### src/rtl/mem_arb_pkg.sv
// mem_arb_pkg: shared state encoding, grant IDs and fetch constants for the memory arbiter
package mem_arb_pkg;
  typedef enum logic [1:0] {IDLE, RD0, RD1, WR1} state_t;
  localparam logic [1:0] GNT_NONE = 2'd0;
  localparam logic [1:0] GNT_M0 = 2'd1;
  localparam logic [1:0] GNT_M1 = 2'd2;
  localparam logic [3:0] FETCH_SIZE = 4'd4;
  localparam logic FETCH_UNSIGNED = 1'b1;
endpackage

### src/rtl/rr_pick2.sv
// rr_pick2: two-way round-robin picker, i_last high means m1 won the previous grant
module rr_pick2 (
  input  logic i_req0,
  input  logic i_req1,
  input  logic i_last,
  output logic o_valid,
  output logic o_sel
);
  assign o_valid = i_req0 | i_req1;
  assign o_sel = i_req1 & (~i_req0 | ~i_last);
endmodule

### src/rtl/mem_arbiter.sv
// mem_arbiter: routes one of two masters (IFU read, LSU read/write) to the shared memory slave
module mem_arbiter
  import mem_arb_pkg::*;
#(
  parameter int ADDR_W = 32,
  parameter int DATA_W = 32
) (
  input  logic              clk,
  input  logic              reset,
  input  logic              m0_arvalid,
  input  logic [ADDR_W-1:0] m0_araddr,
  output logic              m0_arready,
  output logic [DATA_W-1:0] m0_rdata,
  output logic              m0_rresp,
  output logic              m0_rvalid,
  input  logic              m0_rready,
  input  logic              m1_arvalid,
  input  logic [ADDR_W-1:0] m1_araddr,
  input  logic              m1_load_unsign,
  input  logic [3:0]        m1_arsize,
  output logic              m1_arready,
  output logic [DATA_W-1:0] m1_rdata,
  output logic              m1_rresp,
  output logic              m1_rvalid,
  input  logic              m1_rready,
  input  logic              m1_awvalid,
  input  logic [ADDR_W-1:0] m1_awaddr,
  output logic              m1_awready,
  input  logic              m1_wvalid,
  input  logic [DATA_W-1:0] m1_wdata,
  input  logic [31:0]       m1_wstrb,
  output logic              m1_wready,
  output logic              m1_bresp,
  output logic              m1_bvalid,
  input  logic              m1_bready,
  output logic              s_arvalid,
  output logic [ADDR_W-1:0] s_araddr,
  output logic              s_load_unsign,
  output logic [3:0]        s_arsize,
  input  logic              s_arready,
  input  logic [DATA_W-1:0] s_rdata,
  input  logic              s_rresp,
  input  logic              s_rvalid,
  output logic              s_rready,
  output logic              s_awvalid,
  output logic [ADDR_W-1:0] s_awaddr,
  input  logic              s_awready,
  output logic              s_wvalid,
  output logic [DATA_W-1:0] s_wdata,
  output logic [31:0]       s_wstrb,
  input  logic              s_wready,
  input  logic              s_bresp,
  input  logic              s_bvalid,
  output logic              s_bready,
  output logic [1:0]        grant,
  output logic              busy
);
  state_t r_state, w_next;
  logic r_last, w_pick_v, w_pick_m1, w_rd0, w_rd1, w_wr1;
  rr_pick2 u_pick (
    .i_req0 (m0_arvalid),
    .i_req1 (m1_arvalid | m1_awvalid),
    .i_last (r_last),
    .o_valid(w_pick_v),
    .o_sel  (w_pick_m1)
  );
  assign w_rd0 = r_state == RD0;
  assign w_rd1 = r_state == RD1;
  assign w_wr1 = r_state == WR1;
  // next state: arbitrate in IDLE, return to IDLE on the owner's response handshake
  always_comb begin
    w_next = r_state;
    if (r_state == IDLE && w_pick_v) w_next = w_pick_m1 ? (m1_awvalid ? WR1 : RD1) : RD0;
    if (((w_rd0 | w_rd1) & s_rvalid & s_rready) | (w_wr1 & s_bvalid & s_bready)) w_next = IDLE;
  end
  // state register; the round-robin pointer moves only when a grant is taken
  always_ff @(posedge clk) begin
    if (reset) begin
      r_state <= IDLE;
      r_last <= 1'b1;
    end else begin
      r_state <= w_next;
      if (r_state == IDLE && w_next != IDLE) r_last <= w_pick_m1;
    end
  end
  assign s_arvalid = w_rd0 ? m0_arvalid : w_rd1 & m1_arvalid;
  assign s_araddr = w_rd0 ? m0_araddr : w_rd1 ? m1_araddr : '0;
  assign s_load_unsign = w_rd0 ? FETCH_UNSIGNED : w_rd1 & m1_load_unsign;
  assign s_arsize = w_rd0 ? FETCH_SIZE : w_rd1 ? m1_arsize : '0;
  assign s_rready = w_rd0 ? m0_rready : w_rd1 & m1_rready;
  assign s_awvalid = w_wr1 & m1_awvalid;
  assign s_awaddr = w_wr1 ? m1_awaddr : '0;
  assign s_wvalid = w_wr1 & m1_wvalid;
  assign s_wdata = w_wr1 ? m1_wdata : '0;
  assign s_wstrb = w_wr1 ? m1_wstrb : '0;
  assign s_bready = w_wr1 & m1_bready;
  assign m0_arready = w_rd0 & s_arready;
  assign m0_rdata = w_rd0 ? s_rdata : '0;
  assign m0_rresp = w_rd0 & s_rresp;
  assign m0_rvalid = w_rd0 & s_rvalid;
  assign m1_arready = w_rd1 & s_arready;
  assign m1_rdata = w_rd1 ? s_rdata : '0;
  assign m1_rresp = w_rd1 & s_rresp;
  assign m1_rvalid = w_rd1 & s_rvalid;
  assign m1_awready = w_wr1 & s_awready;
  assign m1_wready = w_wr1 & s_wready;
  assign m1_bresp = w_wr1 & s_bresp;
  assign m1_bvalid = w_wr1 & s_bvalid;
  assign grant = w_rd0 ? GNT_M0 : (w_rd1 | w_wr1) ? GNT_M1 : GNT_NONE;
  assign busy = r_state != IDLE;
endmodule

### config.mk
export PLATFORM = sky130hd
export DESIGN_NAME = mem_arbiter
export DESIGN_NICKNAME = d
export VERILOG_FILES = /design/src/rtl/mem_arb_pkg.sv /design/src/rtl/rr_pick2.sv /design/src/rtl/mem_arbiter.sv
export SDC_FILE = /design/constraint.sdc
export NUM_CORES = 1
export LEC_CHECK = 0
export CAP_MARGIN = 20
export CORE_AREA = 2 2 168 170
export CTS_BUF_LIST = sky130_fd_sc_hd__clkbuf_4
export DETAILED_ROUTE_END_ITERATION = 12
export DIE_AREA = 0 0 170 172
export GPL_TIMING_DRIVEN = 0
export MAX_ROUTING_LAYER = met4
export SETUP_SLACK_MARGIN = 0.4
export SLEW_MARGIN = 20
export SYNTH_ARGS = -nofsm -noshare
export SYNTH_HDL_FRONTEND = slang
export SYNTH_SLANG_ARGS = --single-unit
### constraint.sdc
create_clock -name clk -period 2.7 [get_ports clk]
set_clock_uncertainty 0.05 [all_clocks]
set_input_delay 0.54 -clock clk [delete_from_list [all_inputs] [get_ports clk]]
set_output_delay 0.54 -clock clk [all_outputs]
set_load 0.1 [all_outputs]
==> results by group, run 1 <==
Critical path
  • Reg-to-Reg End: r_last
  • Crit path max fanout: 5
  • Crit path capture type: primary output
  • Flop2flop setup slack: approximately 0.90 ns
  • CP Launch Type: register
  • Crit-path slowest cell: dfxtp_4
  • CP Cell Sequence: inv_4 -> ha_4 -> buf_8 -> buf_6 -> nor2b_4 -> buf_4 -> a22o_4 -> buf_12
  • Worst flop-to-flop path startpoint: r_state[0]
  • Reg2Reg Depth: 10
  • Buf/Inv on CP: 5
  • Critical path arrival: around 1.8 ns
  • CP required: 2.11 ns
  • Setup Crit Path Kind: register to primary output
  • Critical path's top delay family: buffers and inverters
  • Crit-path max cell delay: ~0.40 ns
  • Launch point of the critical path: r_state[0]

Global route
  • Initial antenna violation count: 2
  • Total congestion overflow: 0
  • Largest net degree at the start of global routing: 12
  • All-layer global routing usage: between 10% and 20%
  • Vias in the first global route: 4,139
  • First-pass GRT wire length: 28.06 mm

Synth
  • Gate Count Post-Synth: 343
  • Syn_area_per_cell: 5.764 µm²
  • Synthesized cell area: 1977 µm²
  • Seq cells post-synth: 3
  • Post-Syn Nets: 560
  • Register area share after synthesis: 3.038%
  • Distinct cells, synth: 26
  • Yosys warns: 0

Placement
  • Detailed placer's ending HPWL: approximately 19 mm
  • Post-Place Cell Area: around 6900 µm²
  • GPL Wtd Cong: ~0.87
  • Port bufs: 427

Clocking
  • TritonCTS clock tree: done
  • Clk Latency, worst-skew pair: ~0.23 ns
  • H-tree Lvls: 1
  • Root Driver: clkbuf_4
  • Clock slew at reported path FFs: 0.04 ns
  • CTS sink count: 3
  • Clock Tree Buf Depth: 2
  • Inserted Clock Buffers: 3

Timing
  • Slew margin rel.: between 60% and 70%
  • Slew @ Worst Pin: 0.5456 ns
  • Hold Vio Cnt, Final: 0
  • Final Cycle Share: 87.19%
  • Final setup vio count: 0
  • Post-layout minimum cycle time: around 2.4 ns
  • Final Max Slew Viols: 0
  • Highest clock rate: ~0.42 GHz
  • RSZ-0062 raised after global routing: true

Routing
  • DR WL/cell: 19.15 µm
  • First-pass iteration count of the detailed router: 4
  • DRC Markers: 0
  • Drt total wl: 21.86 mm
  • Initial DRC Count: around 80
  • DR vias/cell: approximately 3.6
  • Detail Route Antenna Nets: 0
  • Vias: 4,137

Cells and area
  • Post-route cell area: 7816 µm²
  • Synth-to-layout area growth: 295.4%
  • Utilization after layout: between 20 and 30%
  • Layout cells sized above 1: 45.91%
  • Fin nets: 1,013

Pwr
  • Post-layout power: 5.193 mW
  • Power Density: 664.4 nW/µm²
  • VDD IR-drop max: 0.4241 mV
  • Leak Pwr: 3.479 nW

Job
  • Max_cap viols: 0

Hold path
  • WHS Path Cells: 3
  • Worst hold-check path type: register to register
  • Hold worst-path end: r_last
  • Hold wc startpoint: r_last

Floorplan
  • Row Count: 61
  • I/O pins: 428
  • CORE AREA: 27,480 µm²
  • Die area: 29,240 µm²
  • DIE HEIGHT: 172 µm
  • Die width: about 170 µm
  • Initial Util: between 7 and 8%

Outcome
  • Status: finished, final reports clean
## cells in the final DEF (no fill, tap or decap), drive strengths merged
cell type and count:
a211oi 2, a21o 3, a21oi 1, a22o 2, a22oi 1, a2bb2oi 1, and2 176, and3b 1
buf 226, clkbuf 46, clkdlybuf4s50 211, dfxtp 3, diode 1, dlygate4sd2 1, ha 4, inv 4
nand2 66, nand3 1, nand4 1, nand4b 1, nor2 6, nor2b 1, nor3 2, nor4 1
o211ai 1, o21ai 32, o31ai 1
## state kept, by name, summed over array words and instances, names as in the netlist
| register | cells |
|---|---|
| r_last | 1 |
| r_state | 2 |
## what timing repair did
action	in CTS	in global routing
pin swaps	2	9
hold buffers	0	0
setup endpoints to repair	215	206
buffers inserted	4	12
resized for setup	1259	364
cloned	1	4
## worst max-delay path by stage
stage,slack (ns),depth (start not counted),end
floorplan,0.20,5,s_araddr[10]
global placement,-0.87,7,grant[1]
detailed placement,-0.93,7,grant[1]
CTS,0.19,4,busy
global route,0.27,8,s_rready
finish,0.35,8,s_rready
## metal layers
layer | part of all wire (%) | track usage [%] | vias to the layer above
li1 | - | - | 1984
met1 | 38 | 14.70 | 1881
met2 | 53 | 26.55 | 266
met3 | 8.5 | 2.747 | 6
met4 | 0.44 | 0.7804 | 0
met5 | 0 | - | -
## cells in the mapped netlist (all sizes together)
| master | n | area [µm²] |
|---|---|---|
| nor2 | 6 | 22.52 |
| a22o | 2 | 17.52 |
| nand2 | 66 | 247.7 |
| nand4 | 1 | 6.260 |
| nor4 | 1 | 6.260 |
| inv | 4 | 15.01 |
| dfxtp | 3 | 60.06 |
| a22oi | 1 | 7.510 |
| o21ai | 32 | 160.2 |
| o211ai | 1 | 12.51 |
| ha | 4 | 50.05 |
| a2bb2oi | 1 | 15.01 |
| a21o | 3 | 22.52 |
| and3b | 1 | 8.760 |
| nor3 | 2 | 10.01 |
| a211oi | 2 | 15.01 |
| nand4b | 1 | 23.77 |
| buf | 16 | 91.33 |
| clkbuf | 16 | 60.06 |
| a21oi | 1 | 5.000 |
| o31ai | 1 | 7.510 |
| and2 | 176 | 1101 |
| nor2b | 1 | 6.260 |
| nand3 | 1 | 5.000 |
## stage by stage
stage | std cells | TNS (ns) | setup slack (ns) | hold WS (ns)
6_report | 1142 | 0 | 0.3459 | 0.5930
5_1_grt | 1142 | 0 | 0.2736 | 0.6621
3_3_place_gp | 1116 | -101.90 | -0.8723 | 0.5654
3_5_place_dp | 1116 | -104.11 | -0.9285 | 0.5724
4_1_cts | 1125 | 0 | 0.1888 | 0.5778
2_1_floorplan | 343 | 0 | 0.1966 | 0.5470
## worst reg2reg max path: stages (launching register included)
cell and delay, ns:
dfxtp_4 0.40, inv_4 0.06, ha_4 0.16, buf_8 0.13
buf_6 0.13, buf_4 0.12, buf_4 0.13, nand4b_4 0.07
o211ai_2 0.13, nor4_1 0.21, a21oi_1 0.10
## cell families after synthesis
| group | synth area share [%] |
|---|---|
| DFF | 3.038 |
| buffers and inverters | 8.417 |
| adders and majority gates | 2.532 |
| AOI/OAI and AO/OA | 13.29 |
| and+or+nand+nor | 72.72 |
## power by group
part	leakage (nW)	switching (mW)	internal [mW]
clock	0.0184	0.0221	0.0653
sequential	0.0261	0.0249	0.0602
combinational	3.43	3.41	1.62
total	3.48	3.45	1.74
## final cells by class
cell class	instances	area, µm²
timing repair buffer	448	4852
buffer	32	326.6
fill	3023	19660
clock buffer	4	30.03
multi-input combinational	304	2085
antenna	1	2.502
tap	346	432.9
inverter	4	20.02
sequential	3	67.56
Power figures use the tool's default switching activity.
==> run 2, diff against run 1 <==
--- a/config.mk
+++ b/config.mk
@@ -6,10 +6,10 @@
 export NUM_CORES = 1
 export LEC_CHECK = 0
 export CAP_MARGIN = 20
-export CORE_AREA = 2 2 168 170
+export CORE_AREA = 2 2 167 169
 export CTS_BUF_LIST = sky130_fd_sc_hd__clkbuf_4
 export DETAILED_ROUTE_END_ITERATION = 12
-export DIE_AREA = 0 0 170 172
+export DIE_AREA = 0 0 169 171
 export GPL_TIMING_DRIVEN = 0
 export MAX_ROUTING_LAYER = met4
 export SETUP_SLACK_MARGIN = 0.4
==> constraint.sdc (replaced) <==
create_clock -name clk -period 2.3 [get_ports clk]
set_clock_uncertainty 0.05 [all_clocks]
set_input_delay 0.46 -clock clk [delete_from_list [all_inputs] [get_ports clk]]
set_output_delay 0.46 -clock clk [all_outputs]
set_load 0.1 [all_outputs]
==> run 2 against run 1 <==
  * Design area increased by 20%
  * Clock power increased by 25%
  * Largest cell class unchanged
  * Final cell count decreased by 0.61%
  * Highest routed layer unchanged
==> results by group, run 2 (same netlist as run 1, synthesis figures left out) <==
Global route
  • Total congestion overflow: 0 (unchanged)
  • First-pass GRT wire length: 23.18 mm (-17%)
  • All-layer global routing usage: 10.53% (-3.0 points)
  • Largest net degree at the start of global routing: 11 (-1)
  • Vias in the first global route: 4,003 (-3.3%)
  • Initial antenna violation count: 0 (-2)

Critical path
  • Crit-path slowest cell: clkdlybuf4s50_1
  • Crit-path max cell delay: 0.74 ns (+0.34 ns)
  • Critical path's top delay family: buffers and inverters
  • CP required: 1.79 ns (-0.32 ns)
  • Buf/Inv on CP: 2 (-3)
  • CP Launch Type: input pin
  • Crit path capture type: primary output
  • Critical path arrival: 1.70 ns (-0.06 ns)
  • Crit path max fanout: 4 (-1)
  • Setup Crit Path Kind: input pin to primary output
  • CP Cell Sequence: clkdlybuf4s50_1 -> and2_2 -> buf_4

Routing
  • Initial DRC Count: 58 (-29%)
  • Detail Route Antenna Nets: 0 (unchanged)
  • Vias: 4,050 (-2.1%)
  • DRC Markers: 0 (unchanged)
  • DR vias/cell: 3.568 (-1.5%)
  • DR WL/cell: 15.97 µm (-17%)
  • Drt total wl: 18.13 mm (-17%)
  • First-pass iteration count of the detailed router: 4 (unchanged)

Cells and area
  • Most frequent cells in the layout: 211 x clkdlybuf4s50_1, 136 x buf_12, 111 x and2_2, 65 x and2_4, 61 x buf_4
  • Utilization after layout: 34.42% (+6.0 points)
  • Layout cells sized above 1: 65.91% (+20 points)
  • Max reg flops: 2 (unchanged)
  • Commonest non-fill, non-tap cell in the layout: clkdlybuf4s50_1
  • Largest Register: r_state
  • Synth-to-layout area growth: 375.8%
  • Biggest regs: r_state: 2 flops, r_last: 1 flops
  • Ant. Diodes: 0 (-1)
  • Fin nets: 1,007 (-0.59%)

Floorplan
  • I/O pins: 428 (unchanged)
  • CORE AREA: 27,320 µm² (-0.56%)
  • DIE HEIGHT: 171 µm (-0.58%)
  • Die area: 28,900 µm² (-1.2%)
  • Row Count: 61 (unchanged)
  • Die width: 169 µm (-0.59%)
  • Initial Util: 7.235% (+0.040 points)

Clocking
  • Number of hold buffers added after cts: 0 (unchanged)
  • Inserted Clock Buffers: 3 (unchanged)
  • Clock slew at reported path FFs: 0.04 ns (about the same)
  • CTS sink count: 3 (unchanged)
  • Root Driver: clkbuf_4
  • TritonCTS clock tree: done
  • Clock Tree Buf Depth: 2 (unchanged)
  • H-tree Lvls: 1 (unchanged)
  • Clk Latency, worst-skew pair: 0.24 ns (about the same)

Pwr
  • Switch share: 62.53% (-3.9 points)
  • NetSw: 4.230 mW (+23%)
  • Clock share of power: 1.6% (about the same)
  • Post-layout power: 6.766 mW (+30%)
  • Reg power frac: 1.5% (about the same)
  • Internal cell power: 2.535 mW (+46%)
  • VDD IR-drop max: 0.5236 mV (+23%)
  • Power Density: 719.3 nW/µm² (+8.3%)
  • Logic pwr share: 96.9% (+0.2 points)
  • Leak Pwr: 4.065 nW (+17%)

Timing
  • Post-layout minimum cycle time: approximately 2.2 ns
  • Final setup vio count: 0 (unchanged)
  • Worst setup margin: 0.09293 ns (-0.2530 ns)
  • Final Cycle Share: 95.96%
  • Final Max Slew Viols: 0 (unchanged)
  • Hold Vio Cnt, Final: 0 (unchanged)
  • Total Neg Setup Slack: 0 ns (unchanged)
  • Worst hold margin: 0.6018 ns (+0.008791 ns)
  • RSZ-0062 raised after global routing: true
  • Slew margin rel.: 63.27% (-0.51 points)
  • Slew @ Worst Pin: 0.5535 ns (+0.007842 ns)
  • Highest clock rate: 0.4531 GHz

Placement
  • Port bufs: 427 (unchanged)
  • Detailed placer's ending HPWL: 14.23 mm (-24%)
  • GPL Wtd Cong: 0.7457 (-15%)
  • Dpl ws: -0.9899 ns (-0.06142 ns)

Hold path
  • Worst hold-check path type: register to register

Job
  • Max_cap viols: 0 (unchanged)

Outcome
  • Status: finished, final reports clean
-- run 2: cell types whose count changed in the layout (fill, tap and decap cells not counted), moves of 27 or more --
| cell | change |
|---|---|
| and2_4 | +57 |
| buf_6 | -61 |
| and2_1 | -133 |
| clkbuf_4 | -27 |
| buf_12 | +91 |
| and2_2 | +76 |
-- run 2: power by group through the flow --
stage | logic (mW) | clock network [mW] | registers (mW)
finish | 6.56 | 0.109 | 0.100
global placement | 5.54 | 0 | 0.0972
detailed placement | 5.54 | 0 | 0.0987
floorplan | 4.16 | 0 | 0.0932
global route | 6.76 | 0.119 | 0.101
CTS | 5.88 | 0.114 | 0.0986
-- run 2: routing by layer --
layer  vias to the layer above  share of wire, %  global-route usage (%)
met5                         -                 0                       -
met4                         0              0.61                  0.6317
met3                        10               7.0                   2.059
met2                       227                55                   20.03
met1                      1843                37                   11.91
li1                       1970                 -                       -
-- run 2: path summary, 6_finish.rpt --
| kind | startpoint | endpoint | slack (ns) | cells after the start |
|---|---|---|---|---|
| setup reg to reg | r_state[0] | r_state[0] | 0.69 | 8 |
| hold / removal | r_last | r_last | 0.60 | 3 |
| hold reg to reg | r_last | r_last | 0.60 | 3 |
| setup / recovery | s_rvalid | m1_rvalid | 0.09 | 3 |
-- run 2: final cells by class --
cell class	instances	area [µm²]
multi-input combinational	304	2683
clock buffer	4	30.03
sequential	3	67.56
buffer	32	455.4
fill	2737	17920
inverter	4	20.02
timing repair buffer	442	5717
tap	346	432.9
-- run 2: worst min-delay path, delay by kind of cell, from the launching register on --
family / cells / cell delay [ns]
flops: 1 / 0.34
simple gates: 1 / 0.12
compound gates: 2 / 0.14
-- run 2: timing repair --
action                                   CTS  global route
gates cloned                               0             6
resized for setup                       1408           451
setup buffers                              1             8
pin swaps                                  0             3
endpoints found under the setup margin   215           215
-- run 2: per-stage QoR --
step                instances  area (µm²)
floorplan                 343        3014
global placement         1116        7721
detailed placement       1116        7721
CTS                      1121        7785
global route             1135        9405
finish                   1135        9405
==> run 3, diff against run 2 <==
==> constraint.sdc (replaced) <==
create_clock -name clk -period 2.3 [get_ports clk]
set_clock_uncertainty 0.05 [all_clocks]
set_input_delay 0.46 -clock clk [delete_from_list [all_inputs] [get_ports clk]]
set_output_delay 0.46 -clock clk [all_outputs]
set_load 0.05 [all_outputs]
==> run 3 against run 2 <==
  * Critical endpoint is now s_arsize[2]
  * Critical path type is now register to primary output
  * Final cell count about the same
  * Global-route usage up 0.51 points
  * Core utilization down 5.6 points
  * Critical path depth up 4
==> results by group, run 3 (same netlist as run 1, synthesis figures left out) <==
Outcome
  • Status: finished, final reports clean

Floorplan
  • DIE HEIGHT: 171 µm (unchanged)
  • Row Count: 61 (unchanged)
  • CORE AREA: 27,320 µm² (unchanged)
  • Initial Util: 7.235% (unchanged)
  • Die width: 169 µm (unchanged)
  • I/O pins: 428 (unchanged)
  • Die area: 28,900 µm² (unchanged)

Critical path
  • CP required: 1.79 ns (about the same)
  • Crit path max fanout: 10 (+6)
  • Crit path capture type: primary output
  • Setup Crit Path Kind: register to primary output
  • Critical path arrival: 1.64 ns (-0.06 ns)
  • CP Cell Sequence: inv_4 -> ha_4 -> buf_12 -> buf_12 -> buf_12 -> a21o_1 -> buf_6
  • Crit-path max cell delay: 0.39 ns (-0.35 ns)
  • Critical path's top delay family: buffers and inverters
  • Crit-path slowest cell: dfxtp_4
  • Most frequent CP cell: buf_12
  • Flop2flop setup slack: 0.55 ns (-0.14 ns)
  • Buf/Inv on CP: 5 (+3)
  • CP Launch Type: register

Placement
  • GPL Wtd Cong: 0.7850 (+5.3%)
  • Port bufs: 427 (unchanged)
  • Detailed placer's ending HPWL: 14.79 mm (+3.9%)
  • Placed insts: 1,116 (unchanged)
  • Post-Place Cell Area: 7074 µm² (-8.4%)

Cells and area
  • Filler cell count: 2,959 (+8.1%)
  • Most frequent cells in the layout: 210 x clkdlybuf4s50_1, 126 x and2_1, 114 x buf_6, 54 x nand2_1, 41 x buf_4
  • Fin nets: 1,005 (-0.20%)
  • Biggest regs: r_state: 2 flops, r_last: 1 flops
  • Layout cells sized above 1: 47.14% (-19 points)
  • Register area: 67.56 µm² (unchanged)
  • Multi-input logic area: 2275 µm² (-15%)
  • Max reg flops: 2 (unchanged)
  • Commonest non-fill, non-tap cell in the layout: clkdlybuf4s50_1
  • Post-route cell area: 7883 µm² (-16%)
  • Post-Layout Cell Count: 1,134 (-0.088%)
  • Largest Register: r_state
  • Synth-to-layout area growth: 298.7%

Global route
  • Vias in the first global route: 3,976 (-0.67%)
  • All-layer global routing usage: 11.04% (+0.51 points)
  • First-pass GRT wire length: 23.51 mm (+1.4%)
  • Total congestion overflow: 0 (unchanged)
  • Largest net degree at the start of global routing: 11 (unchanged)
  • Initial antenna violation count: 1 (+1)

Timing
  • Final Max Slew Viols: 0 (unchanged)
  • Final setup vio count: 0 (unchanged)
  • Final Cycle Share: 93.43% (-2.5 points)
  • Highest clock rate: 0.4653 GHz (+2.7%)
  • Slew @ Worst Pin: 0.5821 ns (+0.02859 ns)
  • Post-layout minimum cycle time: 2.149 ns (-0.05814 ns)
  • Worst hold margin: 0.6033 ns (+0.001448 ns)
  • RSZ-0062 raised after global routing: true
  • Slew margin rel.: 61.35% (-1.9 points)
  • Hold Vio Cnt, Final: 0 (unchanged)

Clocking
  • CTS sink count: 3 (unchanged)
  • Number of hold buffers added after cts: 0 (unchanged)
  • Clk Latency, worst-skew pair: 0.24 ns (about the same)
  • TritonCTS clock tree: done
  • H-tree Lvls: 1 (unchanged)
  • Inserted Clock Buffers: 3 (unchanged)
  • Root Driver: clkbuf_4
  • Clock slew at reported path FFs: 0.04 ns (about the same)
  • Clock Tree Buf Depth: 2 (unchanged)

Hold path
  • Worst hold-check path type: register to register

Routing
  • DR WL/cell: 16.10 µm (+0.82%)
  • DR vias/cell: 3.511 (-1.6%)
  • Initial DRC Count: 89 (+53%)
  • Detail Route Antenna Nets: 0 (unchanged)
  • Drt total wl: 18.26 mm (+0.73%)
  • DRC Markers: 0 (unchanged)
  • Vias: 3,981 (-1.7%)
  • First-pass iteration count of the detailed router: 4 (unchanged)

Pwr
  • Leak Pwr: 3.457 nW (-15%)
  • VDD IR-drop max: 0.4105 mV (-22%)
  • Power Density: 573.8 nW/µm² (-20%)

Job
  • Max_cap viols: 0 (unchanged)
run 3: worst paths after layout:
| path | start | end | cells after the start |
|---|---|---|---|
| worst min-delay path | r_last | r_last | 3 |
| worst max register to register | r_state[0] | r_last | 9 |
| worst max-delay path | r_state[1] | s_arsize[2] | 7 |
| worst min register to register | r_last | r_last | 3 |
run 3: worst reg2reg max path: cells and delay by family, from the launching register on:
kind | cells | cell delay [ns]
buffers and inverters | 4 | 0.49
and+or+nand+nor | 2 | 0.28
adders and majority gates | 1 | 0.18
AOI/OAI and AO/OA | 2 | 0.23
DFF | 1 | 0.40
run 3: metal layers:
metal	share of wire (%)	track usage (%)	vias to the layer above
li1	-	-	1967
met1	39	12.65	1766
met2	53	20.56	244
met3	7.7	2.221	4
met4	0.29	1.041	0
met5	0	-	-
run 3: area by class of cell:
type                    count  share of cell area [%]
plain buffers              32                   5.667
inverters                   4                  0.2540
clock buffers               4                  0.3810
well taps                 346                   5.492
diodes                      1                 0.03175
repair buffers            440                   58.46
multi-input cells         304                   28.86
flip-flops and latches      3                  0.8571
run 3: power breakdown:
part	total [mW]	switching, mW	leakage (nW)	internal, mW
Combinational	4.31	2.51	3.41	1.80
Sequential	0.101	0.0303	0.0261	0.0705
Clock	0.110	0.0331	0.0184	0.0771
run 3: timing repair:
action | 4_1_cts | 5_1_grt
pin swaps | 0 | 3
setup buffers | 0 | 5
gates cloned | 0 | 8
endpoints found under the setup margin | 215 | 215
gates resized for setup | 1135 | 524
run 3: per-stage QoR:
step | power (mW) | TNS [ns] | utilization, % | worst slack, ns
after floorplan | 2.374 | 0 | - | 0.3260
after global placement | 3.797 | -97.91 | 25.89 | -0.9429
after detailed placement | 3.798 | -97.69 | 25.89 | -0.9201
after CTS | 3.935 | 0 | 24.88 | 0.05558
after global routing | 4.743 | 0 | 28.85 | 0.09409
final | 4.523 | 0 | 28.85 | 0.1511
